<file path="src/rtl/inst_prefetch_queue_pkg.sv">
// Shared definitions for the v6502 instruction prefetch queue.
// Holds the fetch FSM state encoding, the 6502 reset-vector addresses and
// the default queue geometry used by the top level and its storage.
package inst_prefetch_queue_pkg;

  typedef enum logic [1:0] {
    ST_VEC_LO = 2'd0,
    ST_VEC_HI = 2'd1,
    ST_RUN    = 2'd2
  } pq_state_e;

  localparam logic [15:0] RESET_VEC_LO  = 16'hFFFC;
  localparam logic [15:0] RESET_VEC_HI  = 16'hFFFD;
  localparam int          DEFAULT_DEPTH = 16;
  localparam int          DEFAULT_PTR_W = 4;
  localparam int          DEFAULT_AW    = 16;

endpackage

</file>
<file path="src/rtl/inst_prefetch_queue_if.sv">
// Bus bundle between the prefetch queue, the memory port and the decoder.
// Memory side : mem_req/mem_addr (request), mem_ack/mem_rdata (completion).
// Redirect    : flush/flush_pc.
// Decoder side: dec_byte0..2, dec_avail, inst_pc (queue head view),
//               dec_consume/dec_len (retire an instruction).
// Modport master is the queue itself; slave is its environment.
interface inst_prefetch_queue_if #(
  parameter int AW = 16
) ();
  logic          mem_req;
  logic [AW-1:0] mem_addr;
  logic          mem_ack;
  logic [7:0]    mem_rdata;
  logic          flush;
  logic [AW-1:0] flush_pc;
  logic [7:0]    dec_byte0;
  logic [7:0]    dec_byte1;
  logic [7:0]    dec_byte2;
  logic [1:0]    dec_avail;
  logic          dec_consume;
  logic [1:0]    dec_len;
  logic [AW-1:0] inst_pc;

  modport master (
    output mem_req, mem_addr, dec_byte0, dec_byte1, dec_byte2, dec_avail, inst_pc,
    input  mem_ack, mem_rdata, flush, flush_pc, dec_consume, dec_len
  );

  modport slave (
    input  mem_req, mem_addr, dec_byte0, dec_byte1, dec_byte2, dec_avail, inst_pc,
    output mem_ack, mem_rdata, flush, flush_pc, dec_consume, dec_len
  );
endinterface

</file>
<file path="src/rtl/inst_prefetch_queue_storage.sv">
// DEPTH x 8 register file backing the prefetch queue.
// Ports: clk, rst_n (async active-low, clears all entries), we/waddr/wdata
// (single write port), raddr (queue head) and rdata0..2 (head, head+1,
// head+2, read combinationally with the index wrapping modulo DEPTH).
module inst_prefetch_queue_storage #(
  parameter int DEPTH = 16,
  parameter int PTR_W = 4
) (
  input  logic             clk,
  input  logic             rst_n,
  input  logic             we,
  input  logic [PTR_W-1:0] waddr,
  input  logic [7:0]       wdata,
  input  logic [PTR_W-1:0] raddr,
  output logic [7:0]       rdata0,
  output logic [7:0]       rdata1,
  output logic [7:0]       rdata2
);
  logic [7:0] mem_r [DEPTH];

  // Entry array: cleared on reset, one byte written per cycle.
  always_ff @(posedge clk or negedge rst_n) begin
    if (!rst_n) begin
      for (int i = 0; i < DEPTH; i++) begin
        mem_r[i] <= 8'd0;
      end
    end else if (we) begin
      mem_r[waddr] <= wdata;
    end
  end

  // PTR_W-bit index arithmetic supplies the wrap from the last entry to 0.
  assign rdata0 = mem_r[raddr];
  assign rdata1 = mem_r[raddr + PTR_W'(1)];
  assign rdata2 = mem_r[raddr + PTR_W'(2)];
endmodule

</file>
<file path="src/rtl/inst_prefetch_queue.sv">
// Instruction prefetch queue for the v6502 core.
// After reset it reads the reset vector ($FFFC/$FFFD), then streams
// sequential bytes into a circular buffer and shows the next three bytes
// to the decoder, which retires dec_len bytes per instruction. A flush
// empties the queue and restarts fetching at flush_pc.
// Ports: clk, rst_n (async active-low), bus (inst_prefetch_queue_if.master).
module inst_prefetch_queue
  import inst_prefetch_queue_pkg::*;
#(
  parameter int DEPTH = DEFAULT_DEPTH,
  parameter int PTR_W = DEFAULT_PTR_W,
  parameter int AW    = DEFAULT_AW
) (
  input  logic                   clk,
  input  logic                   rst_n,
  inst_prefetch_queue_if.master  bus
);
  pq_state_e        state_r, state_n;
  logic [7:0]       vec_lo_r, vec_lo_n;
  logic [PTR_W-1:0] head_r, head_n, tail_r, tail_n;
  logic [PTR_W:0]   count_r, count_n, pop_amt;
  logic [AW-1:0]    fetch_pc_r, fetch_pc_n, inst_pc_r, inst_pc_n;
  logic             in_run, not_full, pop_ok, push, pop;
  logic [7:0]       rd0, rd1, rd2;

  assign in_run   = (state_r == ST_RUN);
  assign not_full = (count_r < (PTR_W+1)'(DEPTH));
  // A retire must name 1..count bytes; anything else is dropped silently.
  assign pop_ok   = bus.dec_consume & (bus.dec_len != 2'd0) &
                    ((PTR_W+1)'(bus.dec_len) <= count_r);
  // Flush outranks both queue operations in the same cycle.
  assign push     = in_run & ~bus.flush & bus.mem_ack & not_full;
  assign pop      = in_run & ~bus.flush & pop_ok;
  assign pop_amt  = pop ? (PTR_W+1)'(bus.dec_len) : (PTR_W+1)'(0);

  inst_prefetch_queue_storage #(.DEPTH(DEPTH), .PTR_W(PTR_W)) u_storage (
    .clk    (clk),
    .rst_n  (rst_n),
    .we     (push),
    .waddr  (tail_r),
    .wdata  (bus.mem_rdata),
    .raddr  (head_r),
    .rdata0 (rd0),
    .rdata1 (rd1),
    .rdata2 (rd2)
  );

  // Memory request: vector reads are unconditional, RUN fetches while not full.
  always_comb begin
    bus.mem_req  = 1'b1;
    bus.mem_addr = AW'(RESET_VEC_LO);
    case (state_r)
      ST_VEC_LO: begin
        bus.mem_addr = AW'(RESET_VEC_LO);
      end
      ST_VEC_HI: begin
        bus.mem_addr = AW'(RESET_VEC_HI);
      end
      ST_RUN: begin
        bus.mem_req  = not_full & ~bus.flush;
        bus.mem_addr = fetch_pc_r;
      end
      default: begin
        bus.mem_req  = 1'b1;
        bus.mem_addr = AW'(RESET_VEC_LO);
      end
    endcase
  end

  // Decoder view: nothing is offered until the vector has been loaded.
  always_comb begin
    bus.dec_avail = 2'd0;
    bus.dec_byte0 = 8'd0;
    bus.dec_byte1 = 8'd0;
    bus.dec_byte2 = 8'd0;
    if (in_run) begin
      if (count_r >= (PTR_W+1)'(3)) begin
        bus.dec_avail = 2'd3;
      end else begin
        bus.dec_avail = count_r[1:0];
      end
      bus.dec_byte0 = rd0;
      bus.dec_byte1 = rd1;
      bus.dec_byte2 = rd2;
    end else begin
      bus.dec_avail = 2'd0;
    end
  end

  assign bus.inst_pc = inst_pc_r;

  // Next-state: vector fetch sequencing, then queue pointer/PC bookkeeping.
  always_comb begin
    state_n    = state_r;
    vec_lo_n   = vec_lo_r;
    head_n     = head_r;
    tail_n     = tail_r;
    count_n    = count_r;
    fetch_pc_n = fetch_pc_r;
    inst_pc_n  = inst_pc_r;
    case (state_r)
      ST_VEC_LO: begin
        if (bus.mem_ack) begin
          vec_lo_n = bus.mem_rdata;
          state_n  = ST_VEC_HI;
        end else begin
          state_n  = ST_VEC_LO;
        end
      end
      ST_VEC_HI: begin
        if (bus.mem_ack) begin
          fetch_pc_n = AW'({bus.mem_rdata, vec_lo_r});
          inst_pc_n  = AW'({bus.mem_rdata, vec_lo_r});
          state_n    = ST_RUN;
        end else begin
          state_n    = ST_VEC_HI;
        end
      end
      ST_RUN: begin
        if (bus.flush) begin
          head_n     = '0;
          tail_n     = '0;
          count_n    = '0;
          fetch_pc_n = bus.flush_pc;
          inst_pc_n  = bus.flush_pc;
        end else begin
          if (push) begin
            tail_n     = tail_r + PTR_W'(1);
            fetch_pc_n = fetch_pc_r + AW'(1);
          end else begin
            tail_n     = tail_r;
          end
          if (pop) begin
            head_n    = head_r + PTR_W'(bus.dec_len);
            inst_pc_n = inst_pc_r + AW'(bus.dec_len);
          end else begin
            head_n    = head_r;
          end
          count_n = count_r + (PTR_W+1)'(push) - pop_amt;
        end
      end
      default: begin
        state_n = ST_VEC_LO;
      end
    endcase
  end

  // State register for the FSM and all queue bookkeeping.
  always_ff @(posedge clk or negedge rst_n) begin
    if (!rst_n) begin
      state_r    <= ST_VEC_LO;
      vec_lo_r   <= 8'd0;
      head_r     <= '0;
      tail_r     <= '0;
      count_r    <= '0;
      fetch_pc_r <= AW'(RESET_VEC_LO);
      inst_pc_r  <= '0;
    end else begin
      state_r    <= state_n;
      vec_lo_r   <= vec_lo_n;
      head_r     <= head_n;
      tail_r     <= tail_n;
      count_r    <= count_n;
      fetch_pc_r <= fetch_pc_n;
      inst_pc_r  <= inst_pc_n;
    end
  end
endmodule

</file>
<file path="src/flat_wrapper.sv">
// flat-port wrapper written by rule: the top's interface ports become plain ports
module inst_prefetch_queue_flat import inst_prefetch_queue_pkg::*;
#(
  parameter int DEPTH = DEFAULT_DEPTH,
  parameter int PTR_W = DEFAULT_PTR_W,
  parameter int AW    = DEFAULT_AW
)
  (clk, rst_n, bus_mem_req, bus_mem_addr, bus_dec_byte0, bus_dec_byte1, bus_dec_byte2, bus_dec_avail, bus_inst_pc, bus_mem_ack, bus_mem_rdata, bus_flush, bus_flush_pc, bus_dec_consume, bus_dec_len);
  inst_prefetch_queue_if #(.AW(AW)) bus_i ();
  input  logic clk;
  input  logic rst_n;
  output wire logic [$bits(bus_i.mem_req)-1:0] bus_mem_req;
  output wire logic [$bits(bus_i.mem_addr)-1:0] bus_mem_addr;
  output wire logic [$bits(bus_i.dec_byte0)-1:0] bus_dec_byte0;
  output wire logic [$bits(bus_i.dec_byte1)-1:0] bus_dec_byte1;
  output wire logic [$bits(bus_i.dec_byte2)-1:0] bus_dec_byte2;
  output wire logic [$bits(bus_i.dec_avail)-1:0] bus_dec_avail;
  output wire logic [$bits(bus_i.inst_pc)-1:0] bus_inst_pc;
  input wire logic [$bits(bus_i.mem_ack)-1:0] bus_mem_ack;
  input wire logic [$bits(bus_i.mem_rdata)-1:0] bus_mem_rdata;
  input wire logic [$bits(bus_i.flush)-1:0] bus_flush;
  input wire logic [$bits(bus_i.flush_pc)-1:0] bus_flush_pc;
  input wire logic [$bits(bus_i.dec_consume)-1:0] bus_dec_consume;
  input wire logic [$bits(bus_i.dec_len)-1:0] bus_dec_len;
  assign bus_mem_req = bus_i.mem_req;
  assign bus_mem_addr = bus_i.mem_addr;
  assign bus_dec_byte0 = bus_i.dec_byte0;
  assign bus_dec_byte1 = bus_i.dec_byte1;
  assign bus_dec_byte2 = bus_i.dec_byte2;
  assign bus_dec_avail = bus_i.dec_avail;
  assign bus_inst_pc = bus_i.inst_pc;
  assign bus_i.mem_ack = bus_mem_ack;
  assign bus_i.mem_rdata = bus_mem_rdata;
  assign bus_i.flush = bus_flush;
  assign bus_i.flush_pc = bus_flush_pc;
  assign bus_i.dec_consume = bus_dec_consume;
  assign bus_i.dec_len = bus_dec_len;
  inst_prefetch_queue #(.DEPTH(DEPTH), .PTR_W(PTR_W), .AW(AW)) u_core (.clk(clk), .rst_n(rst_n), .bus(bus_i));
endmodule
</file>
<file path="config.mk">
export PLATFORM = sky130hd
export DESIGN_NAME = inst_prefetch_queue_flat
export DESIGN_NICKNAME = d
export VERILOG_FILES = /design/src/rtl/inst_prefetch_queue_pkg.sv /design/src/rtl/inst_prefetch_queue_if.sv /design/src/rtl/inst_prefetch_queue_storage.sv /design/src/rtl/inst_prefetch_queue.sv /design/src/flat_wrapper.sv
export SDC_FILE = /design/constraint.sdc
export NUM_CORES = 1
export LEC_CHECK = 0
export CORE_ASPECT_RATIO = 2
export CORE_UTILIZATION = 60
export CTS_CLUSTER_DIAMETER = 30
export DETAILED_ROUTE_END_ITERATION = 7
export GPL_TIMING_DRIVEN = 0
export PLACE_DENSITY = 0.82
export SYNTH_ARGS = -nofsm -noshare
export SYNTH_HDL_FRONTEND = slang
export SYNTH_SLANG_ARGS = --single-unit
</file>
<file path="constraint.sdc">
create_clock -name clk -period 4.5 [get_ports clk]
set_input_delay 1.35 -clock clk [delete_from_list [all_inputs] [get_ports clk]]
set_output_delay 1.35 -clock clk [all_outputs]
set_load 0.02 [all_outputs]
</file>
## Yosys cells after proc, flatten, opt, wreduce, memory -nomap -nowiden

Index checks and enable logic that the tools add are counted.

| word-level totals | value |
|---|---|
| word-level logic and storage cells | 102 |
| bits in registers | 183 |
| output and inout bits | 59 |
| input bits | 31 |

| operators by class | value |
|---|---|
| $lt $le $gt $ge | 8 |
| $add $sub $neg | 8 |
| muxes and demuxes | 35 |
| reduce and logical (&&, ||, !) cells | 11 |
| equal/unequal tests | 5 |
| bitwise logic cells | 12 |

Operator list:

| operator | number |
|---|---|
| $bwmux 128 | 1 |
| $bmux 8 s4 | 3 |
| $pmux 16 s2 | 3 |
| $mux 16 | 5 |
| $mux 8 | 10 |
| $demux 8 s4 | 1 |
| $ge 5x5->1 const B | 4 |
| $not 4->5 | 4 |
| $add 16x1->16 const B | 1 |
| $add 16x2->16 | 1 |
| $mux 4 | 4 |
| $add 4x1->4 const B | 2 |
| $mux 2 | 4 |
| $reduce_bool 2->1 | 4 |
| $and 1x1->1 | 7 |
| $ne 3x3->1 const B | 2 |
| $pmux 2 s3 | 1 |
| $reduce_and 2->1 | 3 |
| $reduce_and 3->1 | 2 |
| $add 5x1->5 | 1 |
| $ge 5x2->1 const B | 1 |
| $le 2x5->1 | 1 |
| $lt 5x1->1 const B | 1 |
| $lt 5x5->1 const B | 1 |
| 11 further kinds | 12 |

## Longest topological paths before layout

| depth | value |
|---|---|
| word-level depth | 7 |
| mapped depth | 17 |
| depth with buffers taken out | 16 |

## By module

From an unflattened synthesis, not the netlist that was laid out.

| unflattened totals | value |
|---|---|
| cells, all modules | 953 |
| area, all modules | 11628.7 um2 |

By module, submodules not included:

| module | area each (um2) | instances | seq. area each (um2) | cells an instance |
|---|---|---|---|---|
| inst_prefetch_queue_storage | 7815.0 | 1 | 3203.1 | 510 |
| inst_prefetch_queue | 3813.7 | 1 | 1393.8 | 443 |

## Least setup slack after synthesis

Ideal clock, no wire load.

| path | value |
|---|---|
| path kind | input-to-reg |
| start | in bus_dec_len[1] |
| end | reg u_core.count_r[4] |
| buffers on the path | 1 |
| stages | 16 |
| setup time | 0.133 ns |
| data required time | 4.367 ns |
| setup slack | 0.582 ns |
| arrival time | 3.784 ns |
| cells stage by stage | ha_1 nor2b_1 o211ai_1 and3_1 clkbuf_1 and2_1 ha_1 inv_1 ha_1 inv_1 fa_1 nor2b_1 nor2_1 o21bai_1 xor2_1 o31ai_1 |

| between the ends | value |
|---|---|
| longest elaborated chain between the ends | 7 |
| elaborated cells between the ends (all ways) | 8 |
| those cells by class | add/sub (1); order compare (1); mux (2); bitwise (3); reduce/logical (1) |

RTL lines:

| item | RTL line | text |
|---|---|---|
| start, declared | flat_wrapper.sv:24 | `input wire logic [$bits(bus_i.dec_len)-1:0] bus_dec_len;` |
| branches (longest 4 deep; another with $le 2x5->1) | n/a |  |
| $mux 2 * | inst_prefetch_queue.sv:34 | `assign pop_amt = pop ? (PTR_W+1)'(bus.dec_len) : (PTR_W+1)'(0);` |
| $sub 5x5->5 * | inst_prefetch_queue.sv:139 | `count_n = count_r + (PTR_W+1)'(push) - pop_amt;` |
| $mux 5 * | inst_prefetch_queue.sv:120 | `if (bus.flush) begin` |
| end signal, assigned | inst_prefetch_queue.sv:163 | `count_r <= count_n;` |
| end, declared | inst_prefetch_queue.sv:21 | `logic [PTR_W:0] count_r, count_n, pop_amt;` |

Every way passes the cells marked *.
A chain may end at the register's enable or synchronous reset.

## Worst setup path after layout

| path | value |
|---|---|
| start | reg u_core.state_r[0] |
| end | out bus_dec_byte2[7] |

| between the ends | value |
|---|---|
| longest elaborated chain between the ends | 2 |

RTL lines:

| item | RTL line | text |
|---|---|---|
| start, declared | inst_prefetch_queue.sv:18 | `pq_state_e state_r, state_n;` |
| start signal, assigned | inst_prefetch_queue.sv:159 | `state_r <= state_n;` |
| $eq 2x2->1 | inst_prefetch_queue.sv:26 | `assign in_run = (state_r == ST_RUN);` |
| $mux 8 | inst_prefetch_queue.sv:76 | `if (in_run) begin` |
| end, declared | flat_wrapper.sv:16 | `output wire logic [$bits(bus_i.dec_byte2)-1:0] bus_dec_byte2;` |

No other way between the ends.

==> impl_metrics.toml <==
[final_layout]
fin_util_pct = 71.0
final_cells = 1303
most-common-layout-cells = "dfrtp_1 (169), mux2_2 (135), mux4_2 (96)"
drive_above_1_share_pct = 32.8
diodes = 0
syn2layout_area_growth_pct = 15.6
fin_nets = 1094
final_common_cell = "dfrtp_1"

[drt]
drc = 0
vias_per_cell = 6.95
drtIter0Drc = 667
num_vias = 9059
drt_wl_total_microns = 35600
final_antenna_net_count = 0
drt_pass1_iterations = 5
post_drt_wl_per_cell_microns = 27.3

[pwr]
power.switching_fraction_pct = 41.5
p_per_area_nw_per_um2 = 596
comb_power_share_pct = 48.1
leakage_uw = 0.00559
clockPowerShare_pct = 19.5
internal-power_uw = 4690
ir_drop_v = 0.000491
sequentialPowerShare_pct = 32.4
p_switching_uw = 3320

[sta]
hold_viol = 0
fmax_ghz = 0.226
drv_slew = 0
fin_crit_ns = 4.43
worstMarginPinSlew_ns = 1.01
skew_ns = 0.0102
setup_viol = 0
post-route-period-util_pct = 98.5
slew_headroom_pct = 32.6
rsz0062_at_grt = "false"

[clock_network]
insertion_delay_ns = 0.46
cts_buffers = 17
cts-root-buf = "clkbuf_16"
htree_levels = 4
path_clk_slew_ns = 0.07
cts_sinks = 183
cts_tree = "yes"
cts_buffer_depth = 2

[yosys]
synth_warnings = 0
syn_area_sq_um = 11600
ys_seq_area_share_pct = 39.5
yosysUniqueCellTypes = 57
synth_edf_count = 0
netlist_instances = 936
ys_ff_latch = 183
ys.flop_type = "dfrtp_1"
syn_area_per_cell_sq_um = 12.4
synthesis.nets = 995
async_reset_ff_share_pct = 100

[grt]
antenna_found_initial = 0
overflow = 0
gr-usage-all-layers_pct = 38.1
grt_pass1_wl_microns = 54400
first_global_vias = 9486
grt_max_degree = 101

[setup_path]
crit_path_end_kind = "primary output"
crit_type = "reg -> out"
worstPathCellList = "inv_1, ha_1, inv_2, or2_2, buf_1, o22ai_1, clkdlybuf4s50_1"
arrival_ns = 3.08
crit_path_max_fanout = 9
slowest_delay_ns = 0.67
cp_slowest_cell = "clkdlybuf4s50_1"
crit_path_start_kind = "flip-flop"
crit_family = "buffers and inverters"
required_ns = 3.15
crit_buf_inv = 4

[status]
outcome = "finished, final reports clean"

[flow_run]
drv_cap = 0

[floorplanning]
ios = 90
die_w_microns = 100
num_rows = 71
die_y_microns = 199
die_area_sq_um = 20000
initial_utilization_pct = 61.4
core_sq_um = 18900

[place]
gp_congestion = 1.02
portBuffers = 81
hpwl_microns = 26400
dp_cells = 1273

[hold_path]
hold_class = "reg -> reg"
per-layer routing:
| metal | share of wire [%] | global-route usage [%] | up-vias |
|---|---|---|---|
| li1 | - | - | 3801 |
| met4 | 8.5 | 30.8 | 0 |
| met1 | 32 | 38.8 | 4541 |
| met3 | 5.9 | 5.83 | 188 |
| met2 | 54 | 67.9 | 529 |
| met5 | 0 | 0 | - |
worst register-to-register path, delay by kind of cell (launching register included):
| kind | cells | cell delay, ns |
|---|---|---|
| and+or+nand+nor | 5 | 0.88 |
| buffers and inverters | 4 | 0.49 |
| AOI/OAI and AO/OA | 2 | 0.23 |
| xor gates and xnor gates | 1 | 0.18 |
| adders and majority gates | 4 | 1.10 |
| DFF | 1 | 0.39 |
path summary, 6_finish.rpt:
| check | end | from | slack, ns | cells after the start |
|---|---|---|---|---|
| worst min register to register | u_core.fetch_pc_r[14] | u_core.fetch_pc_r[14] | 0.51 | 2 |
| worst max-delay path | bus_dec_byte2[7] | u_core.state_r[0] | 0.07 | 7 |
| worst max register to register | u_core.count_r[4] | u_core.state_r[0] | 1.09 | 16 |
| worst min-delay path | u_core.fetch_pc_r[14] | u_core.fetch_pc_r[14] | 0.51 | 2 |
| max in group asynchronous | u_core.u_storage.mem_r[41] | rst_n | 2.75 | 2 |
| min in group asynchronous | u_core.count_r[2] | rst_n | 0.85 | 1 |
area by class of cell:
| cell class | instances | area (sq um) |
|---|---|---|
| plain buffers | 76 | 380 |
| clock buffers | 18 | 439 |
| clock inverters | 14 | 164 |
| fillers | 1339 | 5490 |
| inverters | 22 | 82.6 |
| multi-input cells | 653 | 6610 |
| flip-flops and latches | 183 | 4600 |
| well taps | 255 | 319 |
| repair buffers | 82 | 845 |
flip-flops by register name, indices dropped and copies added (netlist names):
signal                  count
u_core.head_r               4
u_core.count_r              5
u_core.tail_r               4
u_core.vec_lo_r             8
u_core.state_r              2
u_core.fetch_pc_r          16
u_core.bus.inst_pc         16
u_core.u_storage.mem_r    128
cells by family after synthesis:
kind of cell	synth area share, %
DFF	39.5
muxes	36.0
xor gates and xnor gates	0.441
and+or+nand+nor	7.39
adders and majority gates	3.21
AOI/OAI and AO/OA	9.66
buffers and inverters	3.76
Yosys cell counts, types with 4 or more instances:
cell	instances	area share, %
nand3_4	4	0.60
buf_2	19	0.82
mux4_2	96	19
nor2_1	23	0.74
nand4_1	5	0.27
o31a_1	8	0.60
dfstp_2	14	3.2
a21oi_1	24	1.0
o211ai_1	4	0.26
o22ai_1	29	1.6
buf_4	10	0.65
dfrtp_1	169	36
xor2_1	4	0.30
mux2_2	135	13
nor3_1	7	0.30
and2_1	5	0.27
ha_1	25	2.7
nand2_1	62	2.0
a31oi_1	7	0.38
nand2b_1	4	0.22
a22o_1	15	1.1
mux2i_1	48	4.1
nor2b_1	12	0.65
nand3_1	16	0.69
clkbuf_1	36	1.2
and3_1	8	0.43
o2bb2ai_1	4	0.30
nand2_2	12	0.65
a22oi_1	10	0.65
o21ai_0	46	2.0
o31ai_1	7	0.45
buf_1	13	0.42
inv_1	21	0.68
what timing repair did:
action	in CTS	in global routing
hold endpoints to repair	0	0
gates resized for setup	13	17
hold buffers	0	0
setup buffers	0	0
endpoints found under the setup margin	26	32
per-stage QoR:
stage / total power (uW) / instance area [sq um] / hold slack [ns] / TNS [ns] / setup slack, ns
after floorplan: 5010 / 11600 / 0.465 / 0 / 0.582
after global placement: 6250 / 12800 / 0.486 / -942.59 / -5.35
after detailed placement: 6360 / 12800 / 0.492 / -1.08 / -0.604
after CTS: 7940 / 13400 / 0.503 / 0 / 0.0128
after global routing: 8350 / 13400 / 0.528 / 0 / 0.00180
final: 8010 / 13400 / 0.508 / 0 / 0.0665
power by group through the flow:
stage	clock network [uW]	logic [uW]	registers, uW
after floorplan	0	2500	2510
after global placement	0	3690	2570
after detailed placement	0	3770	2590
after CTS	1560	3810	2570
after global routing	1630	4080	2640
final	1560	3860	2600
(Power assumes the default switching activity.)
